==> src/rtl/if_stage_if.sv <==
// Fetch-stage bundle: instruction SRAM port, redirect input and the
// valid/ready handshake toward decode.
interface if_stage_if;
    logic        io_inst_en;
    logic        io_inst_we;
    logic [31:0] io_inst_addr;
    logic [31:0] io_inst_wdata;
    logic [31:0] io_inst_rdata;
    logic        io_br_taken;
    logic [31:0] io_br_target;
    logic        io_out_valid;
    logic        io_out_ready;
    logic [31:0] io_out_pc;
    logic [31:0] io_out_inst;

    // Fetch stage side
    modport master (
        output io_inst_en, io_inst_we, io_inst_addr, io_inst_wdata,
        input  io_inst_rdata,
        input  io_br_taken, io_br_target,
        output io_out_valid,
        input  io_out_ready,
        output io_out_pc, io_out_inst
    );

    // Environment side: SRAM, redirect source and decode
    modport slave (
        input  io_inst_en, io_inst_we, io_inst_addr, io_inst_wdata,
        output io_inst_rdata,
        output io_br_taken, io_br_target,
        input  io_out_valid,
        output io_out_ready,
        input  io_out_pc, io_out_inst
    );
endinterface

==> src/rtl/if_stage.sv <==
// Instruction fetch stage. Issues sequential SRAM reads, offers each returned
// word to decode one cycle later, parks it in a one-entry buffer when decode
// stalls, and restarts at a redirect target with top priority.
module if_stage #(
    parameter logic [31:0] RESET_PC = 32'h1C00_0000
) (
    input  logic       clock,
    input  logic       reset,
    if_stage_if.master bus
);
    logic        run;
    logic        pend;
    logic        buf_valid;
    logic [31:0] seq_pc;
    logic [31:0] req_pc;
    logic [31:0] buf_pc;
    logic [31:0] buf_inst;

    logic        out_valid;
    logic        fire;
    logic        inst_en;
    logic        capture;
    logic [31:0] inst_addr;

    // Offer selection, handshake and request generation
    always_comb begin
        out_valid = (buf_valid | pend) & ~bus.io_br_taken;
        fire      = out_valid & bus.io_out_ready;
        // A new request only issues when the current offer (if any) leaves
        // this cycle, which is what keeps the single buffer entry sufficient.
        inst_en   = run & (bus.io_br_taken | ~out_valid | bus.io_out_ready);
        inst_addr = bus.io_br_taken ? bus.io_br_target : seq_pc;
        // The SRAM word is only valid this one cycle; park it if decode stalls.
        capture   = pend & ~buf_valid & out_valid & ~bus.io_out_ready;
    end

    // Drive the bundle outputs; the buffer holds the older offer when valid
    always_comb begin
        bus.io_inst_en    = inst_en;
        bus.io_inst_we    = 1'b0;
        bus.io_inst_addr  = inst_addr;
        bus.io_inst_wdata = 32'd0;
        bus.io_out_valid  = out_valid;
        if (buf_valid) begin
            bus.io_out_pc   = buf_pc;
            bus.io_out_inst = buf_inst;
        end else begin
            bus.io_out_pc   = req_pc;
            bus.io_out_inst = bus.io_inst_rdata;
        end
    end

    // Fetch state: run flag, PCs, in-flight request and skid buffer
    always_ff @(posedge clock or posedge reset) begin
        if (reset) begin
            run       <= 1'b0;
            pend      <= 1'b0;
            buf_valid <= 1'b0;
            seq_pc    <= RESET_PC;
            req_pc    <= RESET_PC;
            buf_pc    <= 32'd0;
            buf_inst  <= 32'd0;
        end else begin
            run <= 1'b1;

            if (inst_en) begin
                req_pc <= inst_addr;
                seq_pc <= inst_addr + 32'd4;
                pend   <= 1'b1;
            end else begin
                pend   <= 1'b0;
            end

            // Redirect drops whatever is buffered; capture and buffer fire
            // are mutually exclusive because capture requires buf_valid=0.
            if (bus.io_br_taken) begin
                buf_valid <= 1'b0;
            end else if (capture) begin
                buf_valid <= 1'b1;
                buf_pc    <= req_pc;
                buf_inst  <= bus.io_inst_rdata;
            end else if (fire && buf_valid) begin
                buf_valid <= 1'b0;
            end
        end
    end
endmodule

==> src/flat_wrapper.sv <==
// flat-port wrapper written by rule: the top's interface ports become plain ports
module if_stage_flat 
#(
    parameter logic [31:0] RESET_PC = 32'h1C00_0000
)
  (clock, reset, bus_io_inst_en, bus_io_inst_we, bus_io_inst_addr, bus_io_inst_wdata, bus_io_inst_rdata, bus_io_br_taken, bus_io_br_target, bus_io_out_valid, bus_io_out_ready, bus_io_out_pc, bus_io_out_inst);
  if_stage_if bus_i ();
  input  logic clock;
  input  logic reset;
  output wire logic [$bits(bus_i.io_inst_en)-1:0] bus_io_inst_en;
  output wire logic [$bits(bus_i.io_inst_we)-1:0] bus_io_inst_we;
  output wire logic [$bits(bus_i.io_inst_addr)-1:0] bus_io_inst_addr;
  output wire logic [$bits(bus_i.io_inst_wdata)-1:0] bus_io_inst_wdata;
  input wire logic [$bits(bus_i.io_inst_rdata)-1:0] bus_io_inst_rdata;
  input wire logic [$bits(bus_i.io_br_taken)-1:0] bus_io_br_taken;
  input wire logic [$bits(bus_i.io_br_target)-1:0] bus_io_br_target;
  output wire logic [$bits(bus_i.io_out_valid)-1:0] bus_io_out_valid;
  input wire logic [$bits(bus_i.io_out_ready)-1:0] bus_io_out_ready;
  output wire logic [$bits(bus_i.io_out_pc)-1:0] bus_io_out_pc;
  output wire logic [$bits(bus_i.io_out_inst)-1:0] bus_io_out_inst;
  assign bus_io_inst_en = bus_i.io_inst_en;
  assign bus_io_inst_we = bus_i.io_inst_we;
  assign bus_io_inst_addr = bus_i.io_inst_addr;
  assign bus_io_inst_wdata = bus_i.io_inst_wdata;
  assign bus_i.io_inst_rdata = bus_io_inst_rdata;
  assign bus_i.io_br_taken = bus_io_br_taken;
  assign bus_i.io_br_target = bus_io_br_target;
  assign bus_io_out_valid = bus_i.io_out_valid;
  assign bus_i.io_out_ready = bus_io_out_ready;
  assign bus_io_out_pc = bus_i.io_out_pc;
  assign bus_io_out_inst = bus_i.io_out_inst;
  if_stage #(.RESET_PC(RESET_PC)) u_core (.clock(clock), .reset(reset), .bus(bus_i));
endmodule
==> config.mk <==
export PLATFORM = sky130hd
export DESIGN_NAME = if_stage_flat
export DESIGN_NICKNAME = d
export VERILOG_FILES = /design/src/rtl/if_stage_if.sv /design/src/rtl/if_stage.sv /design/src/flat_wrapper.sv
export SDC_FILE = /design/constraint.sdc
export NUM_CORES = 1
export LEC_CHECK = 0
export ABC_AREA = 1
export BUFFER_PORTS_ARGS = -buffer_cell sky130_fd_sc_hd__buf_4
export CAP_MARGIN = 20
export CORE_ASPECT_RATIO = 0.5
export CORE_MARGIN = 4
export CORE_UTILIZATION = 53
export CTS_CLUSTER_SIZE = 14
export DETAILED_ROUTE_END_ITERATION = 6
export PLACE_DENSITY = 0.81
export SYNTH_ARGS = -nofsm -noshare
export SYNTH_HDL_FRONTEND = slang
export SYNTH_SLANG_ARGS = --single-unit
==> constraint.sdc <==
create_clock -name clock -period 4.3 [get_ports clock]
set_input_delay 0.43 -clock clock [delete_from_list [all_inputs] [get_ports clock]]
set_output_delay 0.43 -clock clock [all_outputs]
set_load 0.01 [all_outputs]
# Word-level counts from Yosys, hierarchy flattened
# Cells that the tools add are included.
# word_totals
reg_bits	131
output_inout_bits	131
input_bits	68
# classes
reduce_logical	3
mux	7
add_sub_neg	1
bitwise_logic	13
# op_table
op	count
two-way mux 32 bit	3
adder 32 x 3 -> 32 bit (second input constant)	1
bitwise AND 1 bit	6
two-way mux 1 bit	4
inverter 1 bit	4
OR 1 bit	3
nonzero test 3 bit	1
AND reduction 2 bit	1
logical AND 1 bit	1

# Logic depth before layout (Yosys ltp)
# Gate-level depths: netlist of the first run.
# depth
ltp_word	7
mapped_depth	14

# Worst setup path before layout of the first run
# Ideal clock, no wire load.
# synth_path
path_type	input to register
from	input bus_io_br_taken
to	register u_core.seq_pc[24]
stages	13
n_path_buf	2
t_arrival_ps	1861
slack_ps	2315
cell_sequence	buf_6 inv_4 buf_8 nand2_1 nand2_1 ha_1 nand3_2 nor2_2 nand3_1 nor2_2 nand2_1 nand2_1 nand3_1
# synth_between
word_cells_on_any_way	8
cone_classes	1 x add/sub; 1 x mux; 6 x bitwise
# synth_rtl
element	line	text
from (decl)	flat_wrapper.sv:15	input wire logic [$bits(bus_i.io_br_taken)-1:0] bus_io_br_taken;
two-way mux 32 bit	if_stage.sv:32	inst_addr = bus.io_br_taken ? bus.io_br_target : seq_pc;
named net bus_io_inst_addr[3]	flat_wrapper.sv:12	output wire logic [$bits(bus_i.io_inst_addr)-1:0] bus_io_inst_addr;
adder 32 x 3 -> 32 bit	if_stage.sv:68	seq_pc <= inst_addr + 32'd4;
to (signal assigned)	if_stage.sv:68	
to (decl)	if_stage.sv:14	logic [31:0] seq_pc;
# The timed path passes the listed nets, and every way through them passes these cells.
# A chain may end at the register's enable or synchronous reset.

# Final worst setup path of the first run
# layout_path
from	register u_core.buf_valid
to	output bus_io_inst_en
# layout_between
elab_chain_len	6
# layout_lines
element	line	text
from (decl)	if_stage.sv:13	logic buf_valid;
from (signal assigned)	if_stage.sv:58	buf_valid <= 1'b0;
from (signal assigned)	if_stage.sv:77	buf_valid <= 1'b0;
from (signal assigned)	if_stage.sv:79	buf_valid <= 1'b1;
OR 1 bit	if_stage.sv:27	out_valid = (buf_valid | pend) & ~bus.io_br_taken;
bitwise AND 1 bit	if_stage.sv:27	
inverter 1 bit	if_stage.sv:31	inst_en = run & (bus.io_br_taken | ~out_valid | bus.io_out_ready);
OR 1 bit (2 in a row)	if_stage.sv:31	
bitwise AND 1 bit	if_stage.sv:31	
to (decl)	flat_wrapper.sv:10	output wire logic [$bits(bus_i.io_inst_en)-1:0] bus_io_inst_en;
# No other way between the ends.

==> results of run 1 <==
cells in the final DEF, fill, tap and decap left out, drive strengths merged:
| cell | netlist | routed |
|---|---|---|
| nand2 | 315 | 315 |
| clkinvlp | 0 | 6 |
| o21ai | 170 | 170 |
| bufinv | 0 | 3 |
| clkinv | 1 | 4 |
| o211ai | 3 | 3 |
| dfrtp | 123 | 123 |
| ha | 1 | 1 |
| xor2 | 1 | 1 |
| nand4 | 3 | 3 |
| nor3 | 1 | 1 |
| nand3 | 50 | 50 |
| nand3b | 2 | 2 |
| clkbuf | 30 | 20 |
| conb | 2 | 34 |
| or2 | 2 | 2 |
| dfstp | 6 | 6 |
| inv | 106 | 106 |
| buf | 52 | 174 |
| dlygate4sd3 | 0 | 1 |
| o21a | 3 | 3 |
| a21oi | 17 | 17 |
| nor3b | 1 | 1 |
| o21bai | 6 | 6 |
| nor2 | 62 | 62 |
critical path, stage by stage, from the launching register on:
cell and delay [ps]:
sky130_fd_sc_hd__dfrtp_4 400, sky130_fd_sc_hd__nor2_1 40, sky130_fd_sc_hd__nor2_1 130, sky130_fd_sc_hd__nand2_1 100
sky130_fd_sc_hd__nand2_2 70, sky130_fd_sc_hd__clkinv_1 700, sky130_fd_sc_hd__buf_4 430
final timing paths:
check | startpoint | end | slack, ps | cells after the start
setup / recovery | u_core.buf_valid | bus_io_inst_en | 1570 | 6
hold / removal | bus_io_inst_rdata[28] | u_core.buf_inst[28] | 290 | 3
setup reg to reg | u_core.buf_valid | u_core.buf_pc[19] | 1920 | 4
hold reg to reg | u_core.seq_pc[30] | u_core.seq_pc[30] | 480 | 2
max in group asynchronous | reset | u_core.req_pc[26] | 2790 | 5
min in group asynchronous | reset | u_core.buf_inst[31] | 470 | 3
sequential cells by signal, summed over array words and instances (netlist names):
signal            cells
u_core.run            1
u_core.seq_pc        30
u_core.pend           1
u_core.buf_inst      32
u_core.buf_valid      1
u_core.req_pc        32
u_core.buf_pc        32
cells by family after synthesis:
family | synth area share
AOI/OAI and AO/OA | 0.148
xor gates and xnor gates | 0.00122
adders and majority gates | 0.00174
buffers and inverters | 0.128
DFF | 0.451
other | 0.00105
and+or+nand+nor | 0.270
where the power goes:
group          internal (mW)  switching, mW  total (mW)
clock network          0.957          0.550        1.51
logic                  0.351          0.518       0.869
registers               1.47          0.131        1.60
total                   2.78           1.20        3.98
area by class of cell:
type / count / area [sq um] / share of cell area
tap: 170 / 213 / 0.0237
clock buffer: 20 / 467 / 0.0520
inverter: 107 / 407 / 0.0453
sequential: 129 / 3240 / 0.361
clock inverter: 12 / 158 / 0.0176
multi-input combinational: 671 / 3150 / 0.351
timing repair buffer: 175 / 1340 / 0.149
metrics by stage:
stage	worst slack [ps]	cell area [sq um]
after global routing	1470	8970
final	1570	8970
after global placement	1750	8310
after CTS	1620	8930
after detailed placement	1710	8310
after floorplan	439	7300
layer usage:
metal	share of wire	track usage	vias up
met2	0.45	0.379	283
met5	0	0	-
met4	0.015	0.0710	0
met3	0.085	0.0632	31
li1	-	-	3250
met1	0.45	0.344	3001
timing repair:
item | CTS | global route
endpoints found under the setup margin | 0 | 0
hold buffers | 0 | 1
endpoints found under the hold margin | 0 | 6
gates resized for setup | 0 | 0
==> results_dict.tcl, run 1 <==
set metrics [dict create \
    drt_drc_violations_left 0 \
    timing.slew.headroom 0.308 \
    slew_violations 0 \
    worst_slew_pin_slew_ps 1040 \
    max-vdd-ir-drop_v 0.000256 \
    outcome "completed" \
    post_synth_inst_count 957 \
    p_total_mw 3.98 \
    final.hold.worst_slack_ps 290 \
    cts_sink_count 129 \
    dp_cells 1250 \
    dpl.hpwl_mm 13.4 \
    design.final.nets 1170 \
    grt_use_total 0.245 \
    grt_pass1_wl_mm 31.2 \
    finClkSkew_ps 9.62 \
    end_kind "primary output" \
    clock_tree.buffer_depth 2 \
    cts_inserted_buffers 17 \
    setup-tns-final_ps 0 \
    clk-insertion-delay-late_ps 420 \
    grt.overflow.total 0 \
    synthDominantAreaCellType "sky130_fd_sc_hd__dfrtp_1" \
    antenna_cells 0 \
    finalSetupViolCount 0 \
    grt_pass1_vias 6208 \
    fillers 1042 \
    tritoncts "built" \
    final_core_utilization 0.692 \
    die-width_um 173 \
    area_growth_syn_to_layout_pct 24.9 \
    post_drt_via_cell_ratio 5.11 \
    antenna_violations_before_repair 0 \
    yosys.cell_types.count 37 \
    initial_core_util 0.554 \
    timing.final.crit_share 0.634 \
    post_route_cells_drive_above_1_share 0.249 \
    final-hold-violation-count 0 \
    synthesis.area_per_instance_sq_um 7.50 \
    htree_num_levels 4 \
    power.static_leakage_nw 4.51 \
    place.gp.congestion 0.959 \
    grt_max_degree 130 \
    cts.clk_slew.worst_paths_ps 60 \
    ys_warn_count 0 \
    worst_hold_path_type "in -> reg" \
    die_h_um 90.3 \
    drv.max_cap_violation_count 0 \
    first_iter_violations 584 \
    timing_worst_setup_path_type "reg -> out" \
    synthMostInstantiatedCell "sky130_fd_sc_hd__nand2_1" \
    timing.critical_path.from_type "register" \
    design.portCount 199 \
    final_cells 1284 \
    grt_setup_unrepaired "false" \
    synth-seq-cells 129 \
    num_rows 29 \
    synth.cell_area_sq_um 7180 \
    wl_mm 19.0 \
    number_of_enable_flip_flop_cells_after_synthesis 0 \
    critical_path.max_fanout 32 \
    port_buffers 165 \
    design.die.area_sq_um 15600 \
    async_reset_ff_frac 1.00 \
    power.density_cell_area_nw_per_um2 443 \
    most_common_flop_cell_mapped_by_yosys "sky130_fd_sc_hd__dfrtp_1" \
    ys_top_cells_by_area "sky130_fd_sc_hd__dfrtp_1, sky130_fd_sc_hd__nand2_1, sky130_fd_sc_hd__o21ai_0" \
    worst_ep_arrival_time_ps 2300 \
    num_vias 6565 \
    post_cts.repair.setup_buffers 0 \
    dr.pass1.iters 5 \
    final.min_clock_period_ps 2730 \
    synth.yosys.seq_area_share 0.451 \
    max_freq_mhz 367 \
    cts-root-buf "sky130_fd_sc_hd__clkbuf_16" \
    cp_data_required_time_ps 3870 \
    antenna_left 0 \
    yosys-top-cells-count "sky130_fd_sc_hd__nand2_1, sky130_fd_sc_hd__o21ai_0, sky130_fd_sc_hd__dfrtp_1" \
    fraction_of_synthesized_cell_area_taken_by_the_top_area_cell_type 0.429 \
    core_sq_um 13000 \
    routed_wire_per_std_cell_um 14.8 \
]
Note: power is estimated with default switching activity, not from simulation.
==> inputs of run 2 (changes only) <==
- clock period: 4.3 -> 2.6 ns (I/O delays scaled with it)
==> run 2 against run 1 <==
  * Sequential share of layout area about the same
  * Sequential power up 65%
  * Largest power group unchanged
  * Highest routed layer unchanged
  * Hold slack worse by 180 ps
==> results_dict.tcl, run 2 (synthesized netlist as in run 1, its figures left out) <==
set metrics [dict create \
    wl_mm 19.3 \
    cp_data_required_time_ps 2340 \
    design.portCount 199 \
    count_of_cells_along_the_worst_hold_path 3 \
    setup-tns-final_ps 0 \
    grt_max_degree 130 \
    worst_hold_path_type "in -> reg" \
    power.static_leakage_nw 4.52 \
    post_route_cells_drive_above_1_share 0.248 \
    layout_top_registers "u_core.buf_inst x32, u_core.buf_pc x32, u_core.req_pc x32" \
    finalSetupViolCount 0 \
    final_cells 1284 \
    dp_cells 1251 \
    drt_drc_violations_left 0 \
    final_common_cell "sky130_fd_sc_hd__nand2_1" \
    num_vias 6665 \
    antenna_violations_before_repair 0 \
    num_rows 29 \
    dr.pass1.iters 5 \
    antenna_left 0 \
    grt_use_total 0.248 \
    tritoncts "built" \
    power.density_cell_area_nw_per_um2 721 \
    design.die.area_sq_um 15600 \
    grt_pass1_vias 6212 \
    end_kind "primary output" \
    outcome "completed" \
    timing.final.crit_share 0.852 \
    timing_worst_setup_path_type "reg -> out" \
    final.min_clock_period_ps 2210 \
    multi_input_comb_area_sq_um 3150 \
    grt_setup_unrepaired "false" \
    clk-insertion-delay-late_ps 420 \
    final-hold-violation-count 0 \
    clock_tree.buffer_depth 2 \
    antenna_cells 0 \
    area_growth_syn_to_layout_pct 24.8 \
    routed_wire_per_std_cell_um 15.0 \
    post_cts.repair.setup_buffers 0 \
    finClkSkew_ps 7.99 \
    max-vdd-ir-drop_v 0.000358 \
    critical_path.max_fanout 40 \
    port_buffers 165 \
    post_drt_via_cell_ratio 5.19 \
    htree_num_levels 4 \
    most-common-layout-cells "sky130_fd_sc_hd__nand2_1, sky130_fd_sc_hd__buf_4, sky130_fd_sc_hd__o21ai_0, sky130_fd_sc_hd__dfrtp_1, sky130_fd_sc_hd__inv_1" \
    design.final.nets 1170 \
    sequential_cell_area_sq_um 3240 \
    cts-root-buf "sky130_fd_sc_hd__clkbuf_16" \
    cts_sink_count 129 \
    fillers 1069 \
    timing.slew.headroom 0.663 \
    die_h_um 90.3 \
    p_total_mw 6.47 \
    die-width_um 173 \
    place.gp.congestion 0.963 \
    final.hold.worst_slack_ps 111 \
    ff2ff_path_depth 9 \
    slew_violations 0 \
    timing.critical_path.from_type "register" \
    cts_inserted_buffers 17 \
    core_sq_um 13000 \
    dpl.hpwl_mm 13.3 \
    grt.overflow.total 0 \
    worst_ep_arrival_time_ps 1950 \
    cts.clk_slew.worst_paths_ps 60 \
    max_freq_mhz 452 \
    first_iter_violations 753 \
    worst_slew_pin_slew_ps 500 \
    initial_core_util 0.554 \
    drv.max_cap_violation_count 0 \
    grt_pass1_wl_mm 31.6 \
]
[run 2: cell count changes in the layout (fill, tap and decap cells not counted), sizes merged]
| cell | delta |
|---|---|
| clkbuf | -1 |
| clkinvlp | -1 |
| clkinv | +2 |
| inv | +1 |
| bufinv | -1 |
[run 2: per-stage QoR]
step | area, sq um | utilization | setup WS, ps
after global placement | 8380 | 0.647 | 565
after CTS | 8970 | 0.692 | 408
final | 8970 | 0.692 | 386
after floorplan | 7310 | - | 750
after global routing | 8970 | 0.692 | 273
after detailed placement | 8380 | 0.647 | 453
[run 2: where the power goes]
part | internal (mW) | switching, mW | total [mW]
combinational | 0.589 | 0.869 | 1.46
clock | 1.44 | 0.935 | 2.37
sequential | 2.43 | 0.210 | 2.64
total | 4.45 | 2.01 | 6.47
[run 2: critical path, stage by stage, from the launching register on]
cell and delay (ps):
sky130_fd_sc_hd__dfrtp_4 420, sky130_fd_sc_hd__nor2_1 50, sky130_fd_sc_hd__nor2_1 120, sky130_fd_sc_hd__nand2_1 100, sky130_fd_sc_hd__nand2_2 110, sky130_fd_sc_hd__clkinv_1 280
sky130_fd_sc_hd__buf_12 280, sky130_fd_sc_hd__buf_4 160
[run 2: layout make-up]
| cell class | instances | area share |
|---|---|---|
| inverter | 107 | 0.0455 |
| tap | 170 | 0.0237 |
| multi-input combinational | 671 | 0.351 |
| clock buffer | 19 | 0.0494 |
| sequential | 129 | 0.361 |
| timing repair buffer | 175 | 0.154 |
| clock inverter | 13 | 0.0152 |
[run 2: path summary, 6_finish.rpt]
| path | endpoint | slack [ps] | from |
|---|---|---|---|
| max in group asynchronous | u_core.seq_pc[27] | 1420 | reset |
| min in group asynchronous | u_core.buf_pc[3] | 390 | reset |
| setup reg to reg | u_core.seq_pc[10] | 740 | u_core.buf_valid |
| setup / recovery | bus_io_inst_en | 390 | u_core.buf_valid |
| hold reg to reg | u_core.seq_pc[26] | 470 | u_core.seq_pc[26] |
| hold / removal | u_core.buf_inst[28] | 110 | bus_io_inst_rdata[28] |
[run 2: metal layers]
layer	GRT usage	up-vias	wire length, um
met5	0	-	0
met4	0.0637	0	241
met3	0.0749	33	1930
met2	0.391	309	8750
met1	0.337	3072	8370
li1	-	3251	-
[run 2: what timing repair did]
item,in CTS,in global routing
endpoints found under the hold margin,14,0
gates resized for setup,0,0
hold buffers,1,0
